===== config.mk =====
export PLATFORM = sky130hd
export DESIGN_NAME = seg7_scan_driver
export DESIGN_NICKNAME = d
export VERILOG_FILES = /design/src/rtl/seg7_pkg.sv /design/src/rtl/seg7_encode.sv /design/src/rtl/seg7_scan_driver.sv
export SDC_FILE = /design/constraint.sdc
export NUM_CORES = 1
export LEC_CHECK = 0
export ABC_CLOCK_PERIOD_IN_PS = 3600
export BUFFER_PORTS_ARGS = -buffer_cell sky130_fd_sc_hd__buf_4
export CORE_UTILIZATION = 58
export DETAILED_ROUTE_END_ITERATION = 10
export PLACE_DENSITY = 0.87
export SKIP_CTS_REPAIR_TIMING = 1
export SLEW_MARGIN = 0
export SYNTH_ARGS = -nofsm -noshare
export SYNTH_HDL_FRONTEND = slang
export SYNTH_HIERARCHICAL = 1
export SYNTH_SLANG_ARGS = --single-unit

===== constraint.sdc =====
create_clock -name clk -period 3.6 [get_ports clk]
set_input_delay 0.18 -clock clk [delete_from_list [all_inputs] [get_ports clk]]
set_output_delay 0.18 -clock clk [all_outputs]
set_load 0.005 [all_outputs]

===== src/rtl/seg7_pkg.sv =====
`default_nettype none
// +--------------------------------------------------------------------+
// | seg7_pkg                                                           |
// | Shared glyph table and segment bit constants for the 7-seg driver. |
// | Rev 1.0 - initial release                                          |
// +--------------------------------------------------------------------+
package seg7_pkg;

    localparam int SEG_A_BIT  = 0;
    localparam int SEG_B_BIT  = 1;
    localparam int SEG_C_BIT  = 2;
    localparam int SEG_D_BIT  = 3;
    localparam int SEG_E_BIT  = 4;
    localparam int SEG_F_BIT  = 5;
    localparam int SEG_G_BIT  = 6;
    localparam int SEG_DP_BIT = 7;

    // Active-low byte values: all segments dark, and the dp bit mask.
    localparam logic [7:0] SEG_OFF = 8'hFF;
    localparam logic [7:0] SEG_DP  = 8'h80;

    // Active-low glyphs for 0..F with dp off.
    localparam logic [7:0] GLYPHS [16] = '{
        8'hC0, 8'hF9, 8'hA4, 8'hB0, 8'h99, 8'h92, 8'h82, 8'hF8,
        8'h80, 8'h90, 8'h88, 8'h83, 8'hC6, 8'hA1, 8'h86, 8'h8E
    };

endpackage
`default_nettype wire


===== src/rtl/seg7_encode.sv =====
`default_nettype none
// +--------------------------------------------------------------------+
// | seg7_encode                                                        |
// | Nibble + decimal point -> 8-bit segment byte with polarity select. |
// | Rev 1.0 - initial release                                          |
// +--------------------------------------------------------------------+
module seg7_encode
    import seg7_pkg::*;
#(
    parameter int ACTIVE_LOW = 1
) (
    input  logic [3:0] nibble,
    input  logic       dp,
    output logic [7:0] seg
);

    logic [7:0] w_low;

    always_comb begin
        w_low = GLYPHS[nibble];
        if (dp) begin
            w_low[SEG_DP_BIT] = 1'b0;
        end
    end

    assign seg = (ACTIVE_LOW != 0) ? w_low : ~w_low;

endmodule
`default_nettype wire


===== src/rtl/seg7_scan_driver.sv =====
`default_nettype none
// +--------------------------------------------------------------------+
// | seg7_scan_driver                                                   |
// | Multiplexed N-digit 7-seg scanner with dead time, LZB, snapshots.  |
// | Rev 1.0 - initial release                                          |
// +--------------------------------------------------------------------+
module seg7_scan_driver
    import seg7_pkg::*;
#(
    parameter int NUM_DIGITS     = 4,
    parameter int SCAN_DIV       = 50000,
    parameter int DEAD_CYCLES    = 16,
    parameter int SEG_ACTIVE_LOW = 1,
    parameter int AN_ACTIVE_LOW  = 1
) (
    input  logic                      clk,
    input  logic                      rst_n,
    input  logic [4*NUM_DIGITS-1:0]   hex_in,
    input  logic [NUM_DIGITS-1:0]     dp_in,
    input  logic [NUM_DIGITS-1:0]     digit_en,
    input  logic                      lzb_en,
    output logic [7:0]                seg_out,
    output logic [NUM_DIGITS-1:0]     an_out,
    output logic                      frame_tick
);

    localparam int CNT_W = (SCAN_DIV > 1) ? $clog2(SCAN_DIV) : 1;
    localparam int IDX_W = (NUM_DIGITS > 1) ? $clog2(NUM_DIGITS) : 1;

    localparam logic [CNT_W-1:0]      C_CNT_LAST = CNT_W'(SCAN_DIV - 1);
    localparam logic [IDX_W-1:0]      C_IDX_LAST = IDX_W'(NUM_DIGITS - 1);
    localparam logic [7:0]            C_SEG_OFF  = (SEG_ACTIVE_LOW != 0) ? SEG_OFF : ~SEG_OFF;
    localparam logic [NUM_DIGITS-1:0] C_AN_OFF   = (AN_ACTIVE_LOW != 0) ? {NUM_DIGITS{1'b1}}
                                                                       : {NUM_DIGITS{1'b0}};

    logic [CNT_W-1:0]        r_cnt;
    logic [IDX_W-1:0]        r_idx;
    logic                    r_load_pending;
    logic [4*NUM_DIGITS-1:0] r_hex;
    logic [NUM_DIGITS-1:0]   r_dp;
    logic [NUM_DIGITS-1:0]   r_en;
    logic                    r_lzb;

    logic                    w_slot_end;
    logic                    w_frame_end;
    logic                    w_dead;
    logic [4*NUM_DIGITS-1:0] w_hex;
    logic [NUM_DIGITS-1:0]   w_dp;
    logic [NUM_DIGITS-1:0]   w_en;
    logic                    w_lzb;
    logic [NUM_DIGITS-1:0]   w_blank;
    logic [3:0]              w_nib;
    logic                    w_dp_sel;
    logic                    w_lit;
    logic [7:0]              w_seg;
    logic [NUM_DIGITS-1:0]   w_onehot;

    assign w_slot_end  = (r_cnt == C_CNT_LAST);
    assign w_frame_end = w_slot_end && (r_idx == C_IDX_LAST);

    generate
        if (DEAD_CYCLES > 0) begin : g_dead
            assign w_dead = (r_cnt < CNT_W'(DEAD_CYCLES));
        end else begin : g_no_dead
            assign w_dead = 1'b0;
        end
    endgenerate

    always_ff @(posedge clk or negedge rst_n) begin
        if (!rst_n) begin
            r_cnt <= '0;
            r_idx <= '0;
        end else if (w_slot_end) begin
            r_cnt <= '0;
            r_idx <= (r_idx == C_IDX_LAST) ? '0 : r_idx + 1'b1;
        end else begin
            r_cnt <= r_cnt + 1'b1;
        end
    end

    always_ff @(posedge clk or negedge rst_n) begin
        if (!rst_n) begin
            r_load_pending <= 1'b1;
            r_hex          <= '0;
            r_dp           <= '0;
            r_en           <= '0;
            r_lzb          <= 1'b0;
        end else begin
            r_load_pending <= 1'b0;
            if (r_load_pending || w_frame_end) begin
                r_hex <= hex_in;
                r_dp  <= dp_in;
                r_en  <= digit_en;
                r_lzb <= lzb_en;
            end
        end
    end

    // On the first post-reset cycle the snapshot is being loaded, so use the live inputs.
    assign w_hex = r_load_pending ? hex_in   : r_hex;
    assign w_dp  = r_load_pending ? dp_in    : r_dp;
    assign w_en  = r_load_pending ? digit_en : r_en;
    assign w_lzb = r_load_pending ? lzb_en   : r_lzb;

    always_comb begin
        logic run;
        w_blank = '0;
        run     = w_lzb;
        for (int k = NUM_DIGITS - 1; k >= 1; k--) begin
            run        = run && (w_hex[4*k +: 4] == 4'h0) && !w_dp[k];
            w_blank[k] = run;
        end
    end

    assign w_nib    = w_hex[r_idx*4 +: 4];
    assign w_dp_sel = w_dp[r_idx];
    assign w_lit    = !w_dead && w_en[r_idx] && !w_blank[r_idx];
    assign w_onehot = NUM_DIGITS'(1) << r_idx;

    seg7_encode #(
        .ACTIVE_LOW (SEG_ACTIVE_LOW)
    ) u_encode (
        .nibble (w_nib),
        .dp     (w_dp_sel),
        .seg    (w_seg)
    );

    always_ff @(posedge clk or negedge rst_n) begin
        if (!rst_n) begin
            seg_out    <= C_SEG_OFF;
            an_out     <= C_AN_OFF;
            frame_tick <= 1'b0;
        end else begin
            seg_out    <= w_lit ? w_seg : C_SEG_OFF;
            an_out     <= w_lit ? (w_onehot ^ C_AN_OFF) : C_AN_OFF;
            frame_tick <= (r_cnt == '0) && (r_idx == '0);
        end
    end

endmodule
`default_nettype wire

Yosys cells after proc, flatten, opt, wreduce, memory -nomap -nowiden
Memories as Yosys holds them, arrays and structs flattened.
Index checks and enable logic that the tools add are counted.
Widths: inputs -> output; s select.
- register bits after elaboration: 57
- bits in read-only memories: 128
- output and inout bits: 13
- logic and storage cells: 60
- memories kept: 1
- memory list (name ; depth ; bits a word ; read ports ; clocked after Yosys merged registers in ; wr ports ; line ; RTL):
    (name not given) ; 16 ; 8 ; 1 ; 0 ; 0 ; seg7_encode.sv:20 ; w_low = GLYPHS[nibble];
- add/subtract/negate cells: 2
- magnitude comparators: 3
- equality and inequality tests: 2
- shift operators: 2
- multiplexer cells: 17
- bitwise operators: 2
- reductions and logical operators: 21
- operators by type and width (operator ; number):
    $mux 16 ; 2
    $mux 8 ; 3
    $add 16x1->16 const B ; 1
    $eq 16x16->1 const B ; 1
    $logic_not 16->1 ; 1
    $lt 16x5->1 const B ; 1
    $shiftx 16x5->4 ; 1
    $logic_not 4->1 ; 3
    $mux 4 ; 3
    $logic_and 1x1->1 ; 10
    $bmux 1 s2 ; 3
    $ge 5x5->1 const B ; 1
    $logic_not 1->1 ; 5
    $mux 1 ; 5
    $not 4->5 ; 1
    $not 4->4 ; 1
    $shl 1x2->4 const A ; 1
    $lt 2x3->1 const B ; 1
    $add 2x1->2 const B ; 1
    $eq 2x2->1 const B ; 1
    $logic_not 2->1 ; 1
    $mux 2 ; 1
    $logic_or 1x1->1 ; 1

Logic depth before layout (Yosys ltp)
Gate-level depths: netlist of the first run.
- depth after elaboration: 13
- gate-level depth with buffers: 12
- depth with buffers taken out: 10

Modules after synthesis
Netlist of the first run, hierarchy kept.
- modules (own cells, without submodules) (module ; times used ; cells each ; area an instance (um^2) ; sequential area each (um^2)):
    seg7_scan_driver ; 1 ; 237 ; 2965.3 ; 1442.6
    seg7_encode ; 1 ; 33 ; 279.0 ; 0.0

Worst setup path after synthesis of the first run
OpenSTA, ideal clock, no wires.
- path type: register -> register
- start point: reg r_load_pending
- end point: reg seg_out[0]
- arrival time: 2757 ps
- data required time: 3519 ps
- setup slack: 762 ps
- cell stages (with the launch flop): 13
- buffers on the path: 2
- cell sequence: dfstp_2 > buf_4 > buf_2 > mux4_2 > nand2_1 > nand2_1 > inv_1 > ha_1 > and2b_2 > or3b_1 > o21ai_0 > inv_1 > o211ai_1
- RTL lines (element ; line ; RTL):
    from (decl) ; seg7_scan_driver.sv:38 ; logic r_load_pending;
    from (signal assigned) ; seg7_scan_driver.sv:83 ; r_load_pending <= 1'b1;
    from (signal assigned) ; seg7_scan_driver.sv:89 ; r_load_pending <= 1'b0;
    $mux 16 ; seg7_scan_driver.sv:100 ; assign w_hex = r_load_pending ? hex_in : r_hex;
    $shiftx 16x5->4 ; seg7_scan_driver.sv:115 ; assign w_nib = w_hex[r_idx*4 +: 4];
    via w_nib[1] ; seg7_scan_driver.sv:52 ; logic [3:0] w_nib;
    $not 4->5 (not written as such) ; seg7_encode.sv:20 ;
    $mem_v2 16x8 ; -- ;
    $mux 8 (not written as such) (2 in series) ; seg7_encode.sv:20 ;
    via w_seg[0] ; seg7_scan_driver.sv:55 ; logic [7:0] w_seg;
    $mux 8 ; seg7_scan_driver.sv:134 ; seg_out <= w_lit ? w_seg : C_SEG_OFF;
    to (signal assigned) ; seg7_scan_driver.sv:134 ;
    to (decl) ; seg7_scan_driver.sv:22 ; output logic [7:0] seg_out,
The timed path passes the listed nets, and every way through them passes these cells. The select of a mux whose other input is x is not followed.
A chain may end at the register's enable or synchronous reset.

Worst setup path after layout of the first run
Ends and elaborated chain as after synthesis.

==> reports/metrics.csv, run 1 <==
metric,value,unit
status,"complete, no violations",
die width,76.8,um
HP Class,primary input to register,
Worst Tran Pin Value,987,ps
Worst Setup End Kind,register,
vias per cell,5.80,
area of the die,0.00590,sq mm
Num CTS Buffers,9,
fraction of layout cells with a size suffix above 1,36.3,%
CTS sink count,57,
Rel. slew slack,34.2,%
Tcrit/Tclk final,80.9,%
H-tree depth,3,
first-pass GRT wire length,11100,um
Worst VDD drop,0.338,mV
"Max FO, Critical Path",21,
initial antenna violation count,0,
post-route ant nets,0,
Max Clk Rate,343,MHz
DPL Wire Length,4480,um
post-synthesis cell type count,48,
first-pass detailed-route iteration total,5,
Worst EP arrival,3170,ps
Placeable Area,0.00524,sq mm
sequential area share after synthesis,44.5,%
GRT overflow,0,
Critical Path RT,3860,ps
Vias,2226,
final WL,6350,um
final net count,349,
Post-Syn Area,0.00324,sq mm
Synth Net Count,310,
hold violation count in the final report,0,
asr flop ratio synth,100,%
DRC Markers,0,
wire per inst,16.5,um
vias in the first global route,2291,
CTS root buf,clkbuf_8,
maximum clock path buffer count,2,
RSZ-0062 raised after global routing,false,
# fillers,378,
max-cap violations,0,
largest net degree at the start of global routing,58,
Tot GR Track Use,24.9,%
static leakage,1.69,nW
P&R area growth vs syn,15.7,%
Worst-Skew Late Latency,340,ps
Die Span Y,76.8,um
IO Count,40,
Synth Register Bits,57,
Initial DRC Count,95,
CTS tree,built,
Setup Skew,7.01,ps
WS Path Type,register to register,
I/O Buffers,39,
Syn. warnings,6,
# setup viols final,0,
synthesized instance count,270,
Row Count,26,
Syn Area/Cell,12.0,sq um
Post-synth top flop,dfrtp_1,
Starting Density,61.9,%
ANT cells,0,
total power,0.00153,W
startpoint types,register,
PD cells,407,mW/mm^2
"EDFF count, synth",0,
clock-pin slew on the worst setup and hold paths,70,ps
Final GP Congestion,0.821,
Fin Setup TNS,0,ps
Final Max Tran Viols,0,
fin crit period,2910,ps
-- final timing paths --
path,from,to,slack (ps),depth (start not counted)
worst max-delay path,r_load_pending,seg_out[0],690,10
worst min-delay path,hex_in[3],r_hex[3],80,2
worst max register to register,r_load_pending,seg_out[0],690,10
worst min register to register,r_cnt[13],r_cnt[13],500,1
max in group asynchronous,rst_n,r_cnt[15],2720,2
min in group asynchronous,rst_n,r_hex[3],420,2
-- worst max-delay path: stages, from the launching register on --
cell and delay [ps]:
dfstp_2 890, mux4_2 570, nand2_1 80, nand2_1 130, inv_1 170, ha_1 200
and2b_2 220, or3b_1 360, o21ai_0 70, inv_1 50, o211ai_1 80
-- layer usage --
| layer | vias up | wire [um] | part of all wire (%) | track usage [%] |
|---|---|---|---|---|
| met5 | - | 0 | 0 | 0 |
| met4 | 0 | 121 | 1.9 | 11.5 |
| met3 | 9 | 261 | 4.1 | 4.52 |
| met2 | 61 | 3180 | 50 | 39.8 |
| met1 | 1105 | 2790 | 44 | 32.9 |
| li1 | 1051 | - | - | - |
-- power by group --
part	leakage (nW)	internal, W	switching (W)
Clock	0.102	0.000323	0.000248
Combinational	0.908	0.000135	0.0000962
Sequential	0.679	0.000695	0.0000308
Total	1.69	0.00115	0.000375
-- flip-flops by register name, indices dropped and copies added, names as in the netlist --
name            flops
an_out              4
frame_tick          1
r_cnt              16
r_dp                4
r_en                4
r_hex              16
r_idx               2
r_load_pending      1
r_lzb               1
seg_out             8
-- layout by cell type (no fill, tap or decap), types with 2 or more instances in the layout --
cell	instances
a22o_1	2
nor2_4	2
inv_1	17
nor4_1	6
or3_1	2
nand2_1	21
nor3_1	2
o21ai_0	4
or4_1	3
xor2_1	8
mux2i_1	4
o211ai_1	12
nand4_1	3
nor2_1	19
o22ai_1	2
ha_1	13
and4_1	3
mux2_2	7
buf_4	41
dfstp_2	13
xnor2_1	4
clkbuf_8	13
mux2_4	20
mux4_2	12
clkinv_2	2
and3_1	2
a21oi_1	3
dfrtp_1	44
nand3_1	9
nor4b_1	2
-- cell usage after synthesis (3+ instances only) --
library cell  count  area [sq um]
a21oi_1           3          15.0
and4_1            3          26.3
buf_2             3          15.0
buf_6             4          45.0
clkbuf_1          6          22.5
dfrtp_1          44          1100
dfstp_2          13           342
ha_1             13           163
inv_1            17          63.8
mux2_2            7          78.8
mux2_4           20           300
mux2i_1           4          40.0
mux4_2           12           270
nand2_1          21          78.8
nand3_1           9          45.0
nand4_1           3          18.8
nor2_1           19          71.3
nor4_1            6          37.5
o211ai_1         12          90.1
o21ai_0           4          20.0
or4_1             3          22.5
xnor2_1           4          35.0
xor2_1            8          70.1
-- per-stage QoR --
step	hold WS [ps]	setup slack (ps)	util [%]	cells	area [sq um]
2_1_floorplan	-116	762	-	270	3240
3_3_place_gp	269	768	67.8	367	3550
3_5_place_dp	273	695	67.8	367	3550
4_1_cts	-90.3	674	71.5	383	3740
5_1_grt	77.3	479	71.6	384	3750
6_report	79.1	688	71.6	384	3750
-- layout make-up --
cell class                      count  area [sq um]  share of cell area [%]
Clock inverter                      2          10.0                   0.267
Multi-Input combinational cell    181          1640                    43.8
Clock buffer                       14           183                    4.87
Sequential cell                    57          1440                    38.4
Tap cell                           70          87.6                    2.33
Inverter                           18          67.6                    1.80
Timing Repair Buffer               42           318                    8.47
-- cells by family after synthesis --
group	after synthesis	synth area share (%)
and+or+nand+nor	82	13.5
AOI/OAI and AO/OA	29	6.75
xor gates and xnor gates	12	3.24
DFF	57	44.5
muxes	44	22.1
buffers and inverters	32	4.86
adders and majority gates	13	5.01
other	1	0.116
Note: power is estimated with default switching activity, not from simulation.
==> run 2, diff against run 1 <==
--- a/config.mk
+++ b/config.mk
@@ -5,11 +5,11 @@
 export SDC_FILE = /design/constraint.sdc
 export NUM_CORES = 1
 export LEC_CHECK = 0
-export ABC_CLOCK_PERIOD_IN_PS = 3600
+export ABC_CLOCK_PERIOD_IN_PS = 2400
 export BUFFER_PORTS_ARGS = -buffer_cell sky130_fd_sc_hd__buf_4
-export CORE_UTILIZATION = 58
+export CORE_UTILIZATION = 52
 export DETAILED_ROUTE_END_ITERATION = 10
-export PLACE_DENSITY = 0.87
+export PLACE_DENSITY = 0.82
 export SKIP_CTS_REPAIR_TIMING = 1
 export SLEW_MARGIN = 0
 export SYNTH_ARGS = -nofsm -noshare
==> constraint.sdc (replaced) <==
create_clock -name clk -period 2.4 [get_ports clk]
set_input_delay 0.12 -clock clk [delete_from_list [all_inputs] [get_ports clk]]
set_output_delay 0.12 -clock clk [all_outputs]
set_load 0.005 [all_outputs]
==> run 2 against run 1 <==
Compared with the run above:
- the flow now finishes with violations (negative setup slack)
- sequential cell count stayed put
- setup slack worse by 720 ps
- utilization is 5.2 points lower
- routed wire length is 7.4% higher
- clock power is 79% higher
- critical path depth stayed put
- global-route usage is 1.1 points lower
- final area is 5.4% higher
- final cell count is 5.7% higher
- combinational power is 68% higher
- critical path type unchanged
- critical endpoint unchanged
==> reports/metrics.csv, run 2 (synthesis results as in run 1) <==
metric,value,unit
"commonest cells after routing, fill and taps aside","58 x buf_4, 44 x dfrtp_1, 20 x mux2_4",
die width,81.0,um
hold violation count in the final report,0,
sequential share of power,43.5,%
DPL Wire Length,4710,um
Rel. slew slack,53.7,%
# setup viols final,2,
status,"finished, violations left",
Fin Setup TNS,-35.9,ps
Worst EP arrival,2680,ps
Vias,2297,
I/O Buffers,39,
clock share of power,40.9,%
CTS root buf,clkbuf_8,
Final GP Congestion,0.823,
WS Path Type,register to register,
final WL,6820,um
largest net degree at the start of global routing,58,
static leakage,1.78,nW
Initial DRC Count,114,
# fillers,427,
Worst-Skew Late Latency,330,ps
combinational share of power,15.6,%
first-pass detailed-route iteration total,4,
HP Class,primary input to register,
worst path bufs/invs,3,
CTS sink count,57,
most frequent CP cell,buf_4,
vias in the first global route,2337,
first-pass GRT wire length,11400,um
fin worst setup slack,-31.1,ps
fraction of layout cells with a size suffix above 1,42.0,%
area of the die,0.00656,sq mm
clock-pin slew on the worst setup and hold paths,70,ps
fin crit period,2430,ps
Worst Tran Pin Value,695,ps
vias per cell,5.66,
Critical-path top delay cell,dfstp_2,
DRC Markers,0,
"Max FO, Critical Path",5,
P&R area growth vs syn,21.9,%
critical path's largest stage delay,600,ps
P_int,0.00191,W
CP top delay family,simple AND/OR/NAND/NOR gates,
CTS tree,built,
initial antenna violation count,0,
Worst VDD drop,0.351,mV
Critical Path RT,2650,ps
Row Count,28,
GRT overflow,0,
Starting Density,54.5,%
Num CTS Buffers,9,
H-tree depth,3,
top flop regs,"r_cnt x16, r_hex x16, seg_out x8",
Tot GR Track Use,23.8,%
Tcrit/Tclk final,101,%
post-route ant nets,0,
Worst Setup End Kind,register,
maximum clock path buffer count,2,
startpoint types,register,
Setup Skew,6.30,ps
switching power total,0.000579,W
"commonest non-fill, non-tap cell in the layout",buf_4,
Max Clk Rate,411,MHz
IO Count,40,
total power,0.00249,W
wire per inst,16.8,um
FF-to-FF path depth,10,
RSZ-0062 raised after global routing,true,
ANT cells,0,
PD cells,630,mW/mm^2
cells along the critical path,buf_4 > buf_4 > mux4_2 > nand2_1 > nand2_2 > and2b_2 > or3b_1 > o21ai_1 > inv_1 > o211ai_1,
worst hold stages,2,
final net count,366,
violated checks,negative setup slack,
Final Max Tran Viols,0,
Die Span Y,81.0,um
max-cap violations,0,
critical path depth in cells,10,
Placeable Area,0.00596,sq mm
Switching Share,23.3,%
[run 2: changes by cell type in the layout (fill, tap and decap cells not counted), sizes merged]
cell	delta
clkinv	-2
buf	+17
bufinv	+2
[run 2: metrics by stage]
step	hold slack, ps	std cells	setup WS, ps	util, %	cell area [sq um]
floorplan	-176	270	-130	-	3280
global placement	214	386	17.0	61.8	3680
detailed placement	218	386	-81.8	61.8	3680
CTS	-146	402	-103	65.5	3900
global route	14.4	406	-140	66.4	3960
finish	28.4	406	-31.1	66.4	3960
[run 2: final cells by class]
cell class                 count  area, sq um  share of cell area, %
inverter                      18         70.1                   1.77
sequential                    57         1440                   36.5
clock buffer                  14          163                   4.11
timing repair buffer          59          445                   11.3
multi-input combinational    181         1680                   42.5
tap                           75         93.8                   2.37
clock inverter                 2         60.1                   1.52
[run 2: per-layer routing]
metal / vias to the layer above / share of wire, % / track usage, %
li1: 1081 / - / -
met1: 1154 / 46 / 31.2
met2: 56 / 49 / 38.2
met3: 6 / 3.8 / 4.16
met4: 0 / 1.2 / 11.4
met5: - / 0 / 0
[run 2: power by group through the flow]
| stage | Clock [W] | Combinational, W | Sequential, W |
|---|---|---|---|
| after floorplan | 0 | 0.000240 | 0.00109 |
| after global placement | 0 | 0.000362 | 0.00110 |
| after detailed placement | 0 | 0.000376 | 0.00110 |
| after CTS | 0.00103 | 0.000378 | 0.00108 |
| after global routing | 0.00109 | 0.000425 | 0.00109 |
| final | 0.00102 | 0.000388 | 0.00108 |
[run 2: worst reg2reg max path: stages, from the launching register on]
cell	delay (ps)
dfstp_2	600
buf_4	160
buf_4	130
mux4_2	490
nand2_1	90
nand2_2	90
and2b_2	220
or3b_1	360
o21ai_1	90
inv_1	50
o211ai_1	70
[run 2: path summary, 6_finish.rpt]
path / to / from / slack [ps]
setup / recovery: seg_out[0] / r_load_pending / -30
hold / removal: r_dp[0] / dp_in[0] / 30
setup reg to reg: seg_out[0] / r_load_pending / -30
hold reg to reg: r_cnt[13] / r_cnt[13] / 490
max in group asynchronous: r_cnt[4] / rst_n / 1560
min in group asynchronous: r_hex[2] / rst_n / 390
